$ cat config.mk
export PLATFORM = sky130hd
export DESIGN_NAME = oled_frame_tx
export DESIGN_NICKNAME = d
export VERILOG_FILES = /design/src/rtl/oled_frame_tx_pkg.sv /design/src/rtl/oled_phase_timer.sv /design/src/rtl/oled_frame_tx.sv
export SDC_FILE = /design/constraint.sdc
export NUM_CORES = 1
export LEC_CHECK = 0
export ABC_AREA = 0
export BUFFER_PORTS_ARGS = -buffer_cell sky130_fd_sc_hd__buf_2
export CAP_MARGIN = 20
export CORE_ASPECT_RATIO = 1.75
export CORE_MARGIN = 5
export CORE_UTILIZATION = 35
export DETAILED_ROUTE_END_ITERATION = 12
export PLACE_DENSITY = 0.55
export SLEW_MARGIN = 20
export SYNTH_ARGS = -nofsm -noshare
export SYNTH_HDL_FRONTEND = slang
export SYNTH_HIERARCHICAL = 1
export SYNTH_SLANG_ARGS = --single-unit
export TNS_END_PERCENT = 1
$ cat constraint.sdc
create_clock -name clock -period 3.5 [get_ports clock]
set_input_delay 0.175 -clock clock [delete_from_list [all_inputs] [get_ports clock]]
set_output_delay 0.175 -clock clock [all_outputs]
set_load 0.03 [all_outputs]
$ cat src/rtl/oled_frame_tx_pkg.sv
// rtl/oled_frame_tx_pkg.sv - shared constants and FSM encoding for the OLED frame transmitter
//
// Purpose : state encoding, frame size and framebuffer address width shared by
//           oled_frame_tx and its bench.
// Contents: FRAME_BYTES_DEF, ADDR_W, state_t, is_hi_phase()
package oled_frame_tx_pkg;

  // Bytes per frame (128x64 mono panel, one byte per 8 vertical pixels).
  localparam int unsigned FRAME_BYTES_DEF = 1024;

  // Framebuffer address width; must cover FRAME_BYTES_DEF-1.
  localparam int unsigned ADDR_W = 10;

  typedef enum logic [2:0] {
    IDLE    = 3'd0,
    CMD_LO  = 3'd1,
    CMD_HI  = 3'd2,
    DATA_LO = 3'd3,
    DATA_HI = 3'd4,
    DONE    = 3'd5
  } state_t;

  // The strobe is high exactly in the second half of every byte slot.
  function automatic logic is_hi_phase(input state_t s);
    return (s == CMD_HI) || (s == DATA_HI);
  endfunction

endpackage

$ cat src/rtl/oled_phase_timer.sv
// rtl/oled_phase_timer.sv - HALF-cycle down counter with terminal pulse
//
// Purpose : measures one oled_clk phase. A restart loads HALF-1; the counter
//           then counts down and o_tc is high while it sits at zero, so a
//           state entered together with a restart lasts exactly HALF cycles.
// Ports   : clock     - system clock
//           reset_n   - asynchronous active-low reset
//           i_restart - reload the counter (asserted on each phase entry)
//           o_tc      - terminal count, current phase ends this cycle
module oled_phase_timer #(
  parameter int unsigned HALF = 2  // legal range 1..255
) (
  input  logic clock,
  input  logic reset_n,
  input  logic i_restart,
  output logic o_tc
);

  localparam logic [7:0] LOAD_VAL = 8'(HALF - 1);

  logic [7:0] r_cnt;

  always_ff @(posedge clock or negedge reset_n) begin
    if (!reset_n) begin
      r_cnt <= '0;
    end else if (i_restart) begin
      r_cnt <= LOAD_VAL;
    end else if (r_cnt != '0) begin
      r_cnt <= r_cnt - 8'd1;
    end
  end

  assign o_tc = (r_cnt == '0);

endmodule

$ cat src/rtl/oled_frame_tx.sv
// rtl/oled_frame_tx.sv - streams one command byte plus a framebuffer to an OLED byte bus
//
// Purpose : on start, sends cmd_byte with oled_dc=0, then FRAME_BYTES bytes
//           read from the framebuffer with oled_dc=1. Every byte occupies HALF
//           cycles with oled_clk low followed by HALF cycles with oled_clk high.
// Ports   : clock, reset_n       - system clock, asynchronous active-low reset
//           start, cmd_byte      - frame request (IDLE only) and its command byte
//           fb_addr, fb_data     - framebuffer read port, one-cycle read latency
//           oled_clk, oled_dc,
//           oled_data            - byte strobe, data/command select, byte bus
//           busy, done           - frame in progress, end-of-frame pulse
module oled_frame_tx
  import oled_frame_tx_pkg::*;
#(
  parameter int unsigned HALF        = 2,  // legal range 1..255
  parameter int unsigned FRAME_BYTES = FRAME_BYTES_DEF
) (
  input  logic              clock,
  input  logic              reset_n,
  input  logic              start,
  input  logic [7:0]        cmd_byte,
  output logic [ADDR_W-1:0] fb_addr,
  input  logic [7:0]        fb_data,
  output logic              oled_clk,
  output logic              oled_dc,
  output logic [7:0]        oled_data,
  output logic              busy,
  output logic              done
);

  localparam logic [ADDR_W-1:0] LAST_IDX = ADDR_W'(FRAME_BYTES - 1);

  state_t            r_state;
  state_t            w_next;
  logic              w_restart;
  logic              w_load_cmd;
  logic              w_load_data;
  logic              w_tc;

  logic              r_dc;
  logic [7:0]        r_data;
  logic [ADDR_W-1:0] r_addr;      // index of the next data byte to present
  logic [ADDR_W-1:0] r_byte_idx;  // index of the data byte currently on the bus

  oled_phase_timer #(
    .HALF (HALF)
  ) u_phase_timer (
    .clock     (clock),
    .reset_n   (reset_n),
    .i_restart (w_restart),
    .o_tc      (w_tc)
  );

  always_ff @(posedge clock or negedge reset_n) begin
    if (!reset_n) begin
      r_state <= IDLE;
    end else begin
      r_state <= w_next;
    end
  end

  // w_load_* mark the LO entries, the only points where the bus may change.
  always_comb begin
    w_next      = r_state;
    w_restart   = 1'b0;
    w_load_cmd  = 1'b0;
    w_load_data = 1'b0;
    case (r_state)
      IDLE: begin
        if (start) begin
          w_next     = CMD_LO;
          w_restart  = 1'b1;
          w_load_cmd = 1'b1;
        end
      end
      CMD_LO: begin
        if (w_tc) begin
          w_next    = CMD_HI;
          w_restart = 1'b1;
        end
      end
      CMD_HI: begin
        if (w_tc) begin
          w_next      = DATA_LO;
          w_restart   = 1'b1;
          w_load_data = 1'b1;
        end
      end
      DATA_LO: begin
        if (w_tc) begin
          w_next    = DATA_HI;
          w_restart = 1'b1;
        end
      end
      DATA_HI: begin
        if (w_tc) begin
          if (r_byte_idx == LAST_IDX) begin
            // No restart: the timer stays at zero through DONE and IDLE.
            w_next = DONE;
          end else begin
            w_next      = DATA_LO;
            w_restart   = 1'b1;
            w_load_data = 1'b1;
          end
        end
      end
      DONE: begin
        // start is deliberately not looked at here.
        w_next = IDLE;
      end
      default: begin
        w_next = IDLE;
      end
    endcase
  end

  // fb_addr has been stable for at least one cycle before each DATA_LO entry,
  // so fb_data already reflects it when it is captured onto the bus.
  always_ff @(posedge clock or negedge reset_n) begin
    if (!reset_n) begin
      r_dc       <= 1'b0;
      r_data     <= '0;
      r_addr     <= '0;
      r_byte_idx <= '0;
    end else begin
      if (w_load_cmd) begin
        r_dc       <= 1'b0;
        r_data     <= cmd_byte;
        r_addr     <= '0;
        r_byte_idx <= '0;
      end
      if (w_load_data) begin
        r_dc       <= 1'b1;
        r_data     <= fb_data;
        r_byte_idx <= r_addr;
        // After the last byte the address parks at 0 for the next frame.
        r_addr     <= (r_addr == LAST_IDX) ? '0 : r_addr + ADDR_W'(1);
      end
    end
  end

  assign fb_addr   = r_addr;
  assign oled_dc   = r_dc;
  assign oled_data = r_data;
  assign oled_clk  = is_hi_phase(r_state);
  assign busy      = (r_state != IDLE);
  assign done      = (r_state == DONE);

endmodule

== Yosys cells after proc, flatten, opt, wreduce, memory -nomap -nowiden ==
Cells that the tools add are included.

* Bits in registers: 40
* Word-level logic and storage cells: 53
* Output and inout port bits: 22
* Bits of input ports: 19

* Mux-type cells: 24
* $add $sub $neg: 2
* Equal/unequal tests: 12
* Reduce and logical (&&, ||, !) cells: 9

{| class="wikitable"
|+ Operator list
! operator !! number
|-
| 2-to-1 mux 10 bit || 4
|-
| 2-to-1 mux 8 bit || 4
|-
| equality test 10 bit, second input constant || 2
|-
| 2-to-1 mux 3 bit || 6
|-
| one-hot mux 3 bit (5 select lines) || 1
|-
| adder 10 x 1 -> 10 bit, second input constant || 1
|-
| zero test 8 bit || 1
|-
| inequality test 2 x 1 -> 1 bit, second input constant || 4
|-
| nonzero test 8 bit || 1
|-
| subtractor 8 x 1 -> 8 bit, second input constant || 1
|-
| 2-to-1 mux 1 bit || 7
|-
| equality test 3 x 2 -> 1 bit, second input constant || 2
|-
| equality test 3 bit, second input constant || 2
|-
| AND reduction 5 bit || 1
|-
| nonzero test 2 bit || 2
|-
| equality test 3 x 1 -> 1 bit, second input constant || 1
|-
| zero test 3 bit || 1
|-
| one-hot mux 1 bit (3 select lines) || 1
|-
| nonzero test 3 bit || 1
|-
| OR reduction 3 bit || 1
|-
| inequality test 2 bit, second input constant || 1
|-
| one-hot mux 1 bit (2 select lines) || 1
|-
| logical OR 1 bit || 1
|}

== Logic depth before layout (Yosys ltp) ==
* Depth in word-level cells: 5
* Mapped depth: 11
* Mapped depth without buffers: 9

== Hierarchy ==
Netlist, hierarchy kept.

{| class="wikitable"
|+ By module, submodules not included
! module !! cells each !! times used !! seq. area each (µm²) !! area an instance (µm²)
|-
| oled_frame_tx || 182 || 1 || 800.8 || 1615.3
|-
| oled_phase_timer || 45 || 1 || 200.2 || 437.9
|}

== Worst setup path before layout ==
OpenSTA, ideal clock, no wires.

* Kind: register to register
* Start: register u_phase_timer.r_cnt[0]
* End: register r_addr[5] (netlist: fb_addr[5])
* Period minus slack after synthesis: 2496 ps
* Library setup time: 70 ps
* Arrival: 2426 ps
* Buffers on the path: 2
* Data required time: 3430 ps
* Cell stages (with the launch flop): 12
* Setup slack: 1004 ps
* Cells stage by stage: dfrtp_1 inv_1 ha_1 or3b_2 nor2_1 inv_1 nor3_1 and2_1 buf_6 buf_6 o2111ai_1 nand3b_1

* Word-level cells in the longest chain between the ends: 4
* Elaborated cells on any way between the ends: 6
* Those cells by class: mux: 4; reduce/logical: 2

{| class="wikitable"
|+ RTL lines
! element !! RTL line !! RTL
|-
| start: declaration || oled_phase_timer.sv:21 || <nowiki>logic [7:0] r_cnt;</nowiki>
|-
| start signal: assignment || oled_phase_timer.sv:29 || <nowiki>r_cnt <= r_cnt - 8'd1;</nowiki>
|-
| zero test 8 bit (*) || oled_phase_timer.sv:33 || <nowiki>assign o_tc = (r_cnt == '0);</nowiki>
|-
| net w_tc || oled_frame_tx.sv:38 || <nowiki>logic w_tc;</nowiki>
|-
| 2-to-1 mux 1 bit (on tied branches) || oled_frame_tx.sv:96, oled_frame_tx.sv:83 ||
|-
| one-hot mux 1 bit (2 select lines) (*) || oled_frame_tx.sv:68 || <nowiki>case (r_state)</nowiki>
|-
| 2-to-1 mux 10 bit / nonzero test 2 bit (equally long branches) || -- ||
|-
| end signal: assignment || oled_frame_tx.sv:137 || <nowiki>r_addr <= (r_addr == LAST_IDX) ? '0 : r_addr + ADDR_W'(1);</nowiki>
|-
| end: declaration || oled_frame_tx.sv:42 || <nowiki>logic [ADDR_W-1:0] r_addr;</nowiki>
|}

The timed path passes the listed nets; every way through them passes the cells marked *.
A chain may end at the register's enable or synchronous reset.

== Worst setup path in the final report ==
* Start: register u_phase_timer.r_cnt[0]
* End: register r_addr[6] (netlist: fb_addr[6])

Same word-level chain as after synthesis.

==> results.yml <==
status:
  status: "finished, final reports clean"
die:
  ioPinCount: 41
  row_count: 37
  coreArea_um2: 5790
  die_h_um: 111
  die_area_um2: 7560
  start_util: 0.355
  die_width_um: 67.9
routing:
  drtIter0Drc: 53
  antenna_left: 0
  wl_mm: 4.82
  drt-pass1-iter-count: 4
  viasPerCell: 5.10
  drc: 0
  vias: 1759
  wire_per_inst_um: 14.0
yosys:
  ys.warnings.count: 6
  yosys.area.top_type: "dfrtp_1"
  synthDistinctLibCells: 51
  synth.area.top_cells: "dfrtp_1 49%, nand2_1 9.9%, nand3_1 4.9%"
  synth_fp_nets: 248
  synth-edff-count: 0
  synth-seq-area-share: 0.488
  syn_inst: 227
  synth_top_area_frac: 0.488
  dominantRegCellSynth: "dfrtp_1"
  synth_area_per_cell_um2: 9.05
  ys_async_sr_fraction: 1.00
  syn_area_um2: 2050
  ys_seq_elements: 40
timing:
  final_period_minus_worst_setup_slack_ns: 2.93
  hold_violations: 0
  holdWs_ns: 0.0156
  rsz0062_at_grt: "false"
  slew_headroom: 0.389
  worst_slew_pin_slew_ns: 0.917
  finClkSkew_ns: 0.00925
  fmax_ghz: 0.341
  setup_viol: 0
  tns_ns: 0
  period_share: 0.838
  maxSlewViolCount: 0
global_route:
  antenna_found_initial: 0
  grt_pass1_wl_mm: 8.31
  grt-ovfl-total: 0
  grt_max_degree: 41
  grt_util_all_layers: 0.141
  grt_pass1_vias: 1758
setup_path:
  critPathCaptureType: "register"
  crit_arrival_ns: 3.14
  crit_slowest_cell: "or3b_2"
  max_stage_delay_ns: 0.51
  critical_path.top_delay_family: "simple AND/OR/NAND/NOR gates"
  critical_path.cell_chain: "inv_1, ha_1, or3b_2, nor2_1, inv_1, nor3_1, and2_1, buf_4, a21oi_1, mux2i_1"
  cp_common_cell: "inv_1"
  path_class: "reg -> reg"
  crit_buf_inv: 3
  start_kind: "register"
  worstPathMaxFanout: 15
  required_ns: 3.71
clock_network:
  cts_buffers: 5
  postCtsSetupRepairBufs: 0
  h-tree-depth: 2
  cts_buffer_depth: 2
  clkLatencyLatePin_ns: 0.29
  cts_root_buffer: "clkbuf_8"
  clkTransAtPathRegs_ns: 0.08
  cts_resized: 0
  ctsHoldBuffers: 0
  tritoncts: "done"
  clock-sinks: 40
layout:
  drive_gt1_frac: 0.236
  antennaDiodeCount: 0
  fin_nets: 287
  fillCellCount: 628
  multiInputGateArea_um2: 961
  areaGrowthSynthToFinish_pct: 16.8
  seqCellArea_um2: 1000
placement:
  portBuffers: 40
  gp_congestion: 0.779
  dp_hpwl_mm: 3.54
pwr:
  ir_drop_mv: 0.287
  power_density_nw_per_um2: 724
  power_mw: 1.74
  p_leak_nw: 1.18
hold_path:
  hold_class: "in -> async"
flow_run:
  cap_viol_max_count: 0
## cell type report
cell class / count / share of cell area
multi-input cells: 170 / 0.401
inverters: 6 / 0.00939
repair buffers: 43 / 0.0929
flip-flops and latches: 40 / 0.418
well taps: 78 / 0.0407
clock buffers: 6 / 0.0344
clock inverters: 2 / 0.00418
## power by group
part	total [mW]	switching (mW)	internal [mW]	leakage, nW
Sequential	0.726	0.134	0.592	0.532
Clock	0.316	0.159	0.157	0.0510
Combinational	0.693	0.437	0.256	0.593
Total	1.74	0.729	1.01	1.18
## path summary, 6_finish.rpt
| kind | startpoint | endpoint | slack [ns] | cells after the start |
|---|---|---|---|---|
| worst max register to register | u_phase_timer/r_cnt[0]$_DFFE_PN0P_ | fb_addr[6]$_DFFE_PN0P_ | 0.57 | 10 |
| worst min-delay path | reset_n | oled_data[1]$_DFFE_PN0P_ | 0.02 | 1 |
| worst min register to register | oled_data[0]$_DFFE_PN0P_ | oled_data[0]$_DFFE_PN0P_ | 0.47 | 2 |
| min in group clock | fb_data[7] | oled_data[7]$_DFFE_PN0P_ | 0.11 | 3 |
| worst max-delay path | u_phase_timer/r_cnt[0]$_DFFE_PN0P_ | fb_addr[6]$_DFFE_PN0P_ | 0.57 | 10 |
| max in group asynchronous | reset_n | r_byte_idx[3]$_DFFE_PN0P_ | 2.91 | 1 |
## Yosys cell counts (2+ instances only)
| cell type | count |
|---|---|
| dfrtp_1 | 40 |
| nand2_1 | 54 |
| a31oi_1 | 2 |
| or2_2 | 2 |
| ha_1 | 2 |
| inv_1 | 6 |
| clkbuf_1 | 2 |
| nand4_1 | 2 |
| a22oi_1 | 6 |
| buf_4 | 2 |
| a21oi_1 | 8 |
| a211oi_1 | 2 |
| nor3b_1 | 2 |
| nor3_1 | 3 |
| nor2_1 | 10 |
| nor2b_1 | 3 |
| o31ai_1 | 3 |
| mux2i_1 | 3 |
| or3_1 | 5 |
| buf_2 | 4 |
| nand3_1 | 20 |
| or4_4 | 2 |
| buf_6 | 2 |
| o21ai_0 | 10 |
| o2111ai_1 | 2 |
| a21o_1 | 4 |
| or4_1 | 2 |
## registers in the layout, indices dropped and copies added (netlist names)
register,flops
fb_addr,10
r_byte_idx,10
oled_data,8
u_phase_timer/r_cnt,8
r_state,3
oled_dc,1
## stage by stage
step	area (µm²)	setup WS, ns	util	instances
2_1_floorplan	2050	1.00	-	227
3_3_place_gp	2300	0.680	0.398	337
3_5_place_dp	2300	0.619	0.398	337
4_1_cts	2400	0.578	0.414	345
5_1_grt	2400	0.329	0.414	345
6_report	2400	0.568	0.414	345
## metal layers
metal	global-route usage	vias to the layer above	wire (µm)
li1	-	878	-
met2	0.250	37	2570
met1	0.160	837	1960
met4	0.0518	0	93
met5	0	-	0
met3	0.0284	7	197
## kinds of logic after synthesis
kind of cell               count (synthesis)  share of synthesized area
AOI/OAI and AO/OA                         47                      0.154
DFF                                       40                      0.488
adders and majority gates                  2                     0.0122
buffers and inverters                     17                     0.0445
muxes                                      4                     0.0201
xor gates and xnor gates                   2                    0.00853
and+or+nand+nor                          115                      0.274
## cell usage in the layout, fill, tap and decap left out, types with 2 or more instances in the layout
cell type	count
nand2_1	54
dfrtp_1	40
buf_2	40
nand3_1	20
nor2_1	10
o21ai_0	10
a21oi_1	8
inv_1	6
a22oi_1	6
clkbuf_8	6
or3_1	5
a21o_1	4
nor3_1	3
mux2i_1	3
nor2b_1	3
o31ai_1	3
buf_4	3
nand4_1	2
or4_4	2
or2_2	2
o2111ai_1	2
nor3b_1	2
a31oi_1	2
ha_1	2
clkinv_2	2
or4_1	2
a211oi_1	2
(Power assumes the default switching activity.)
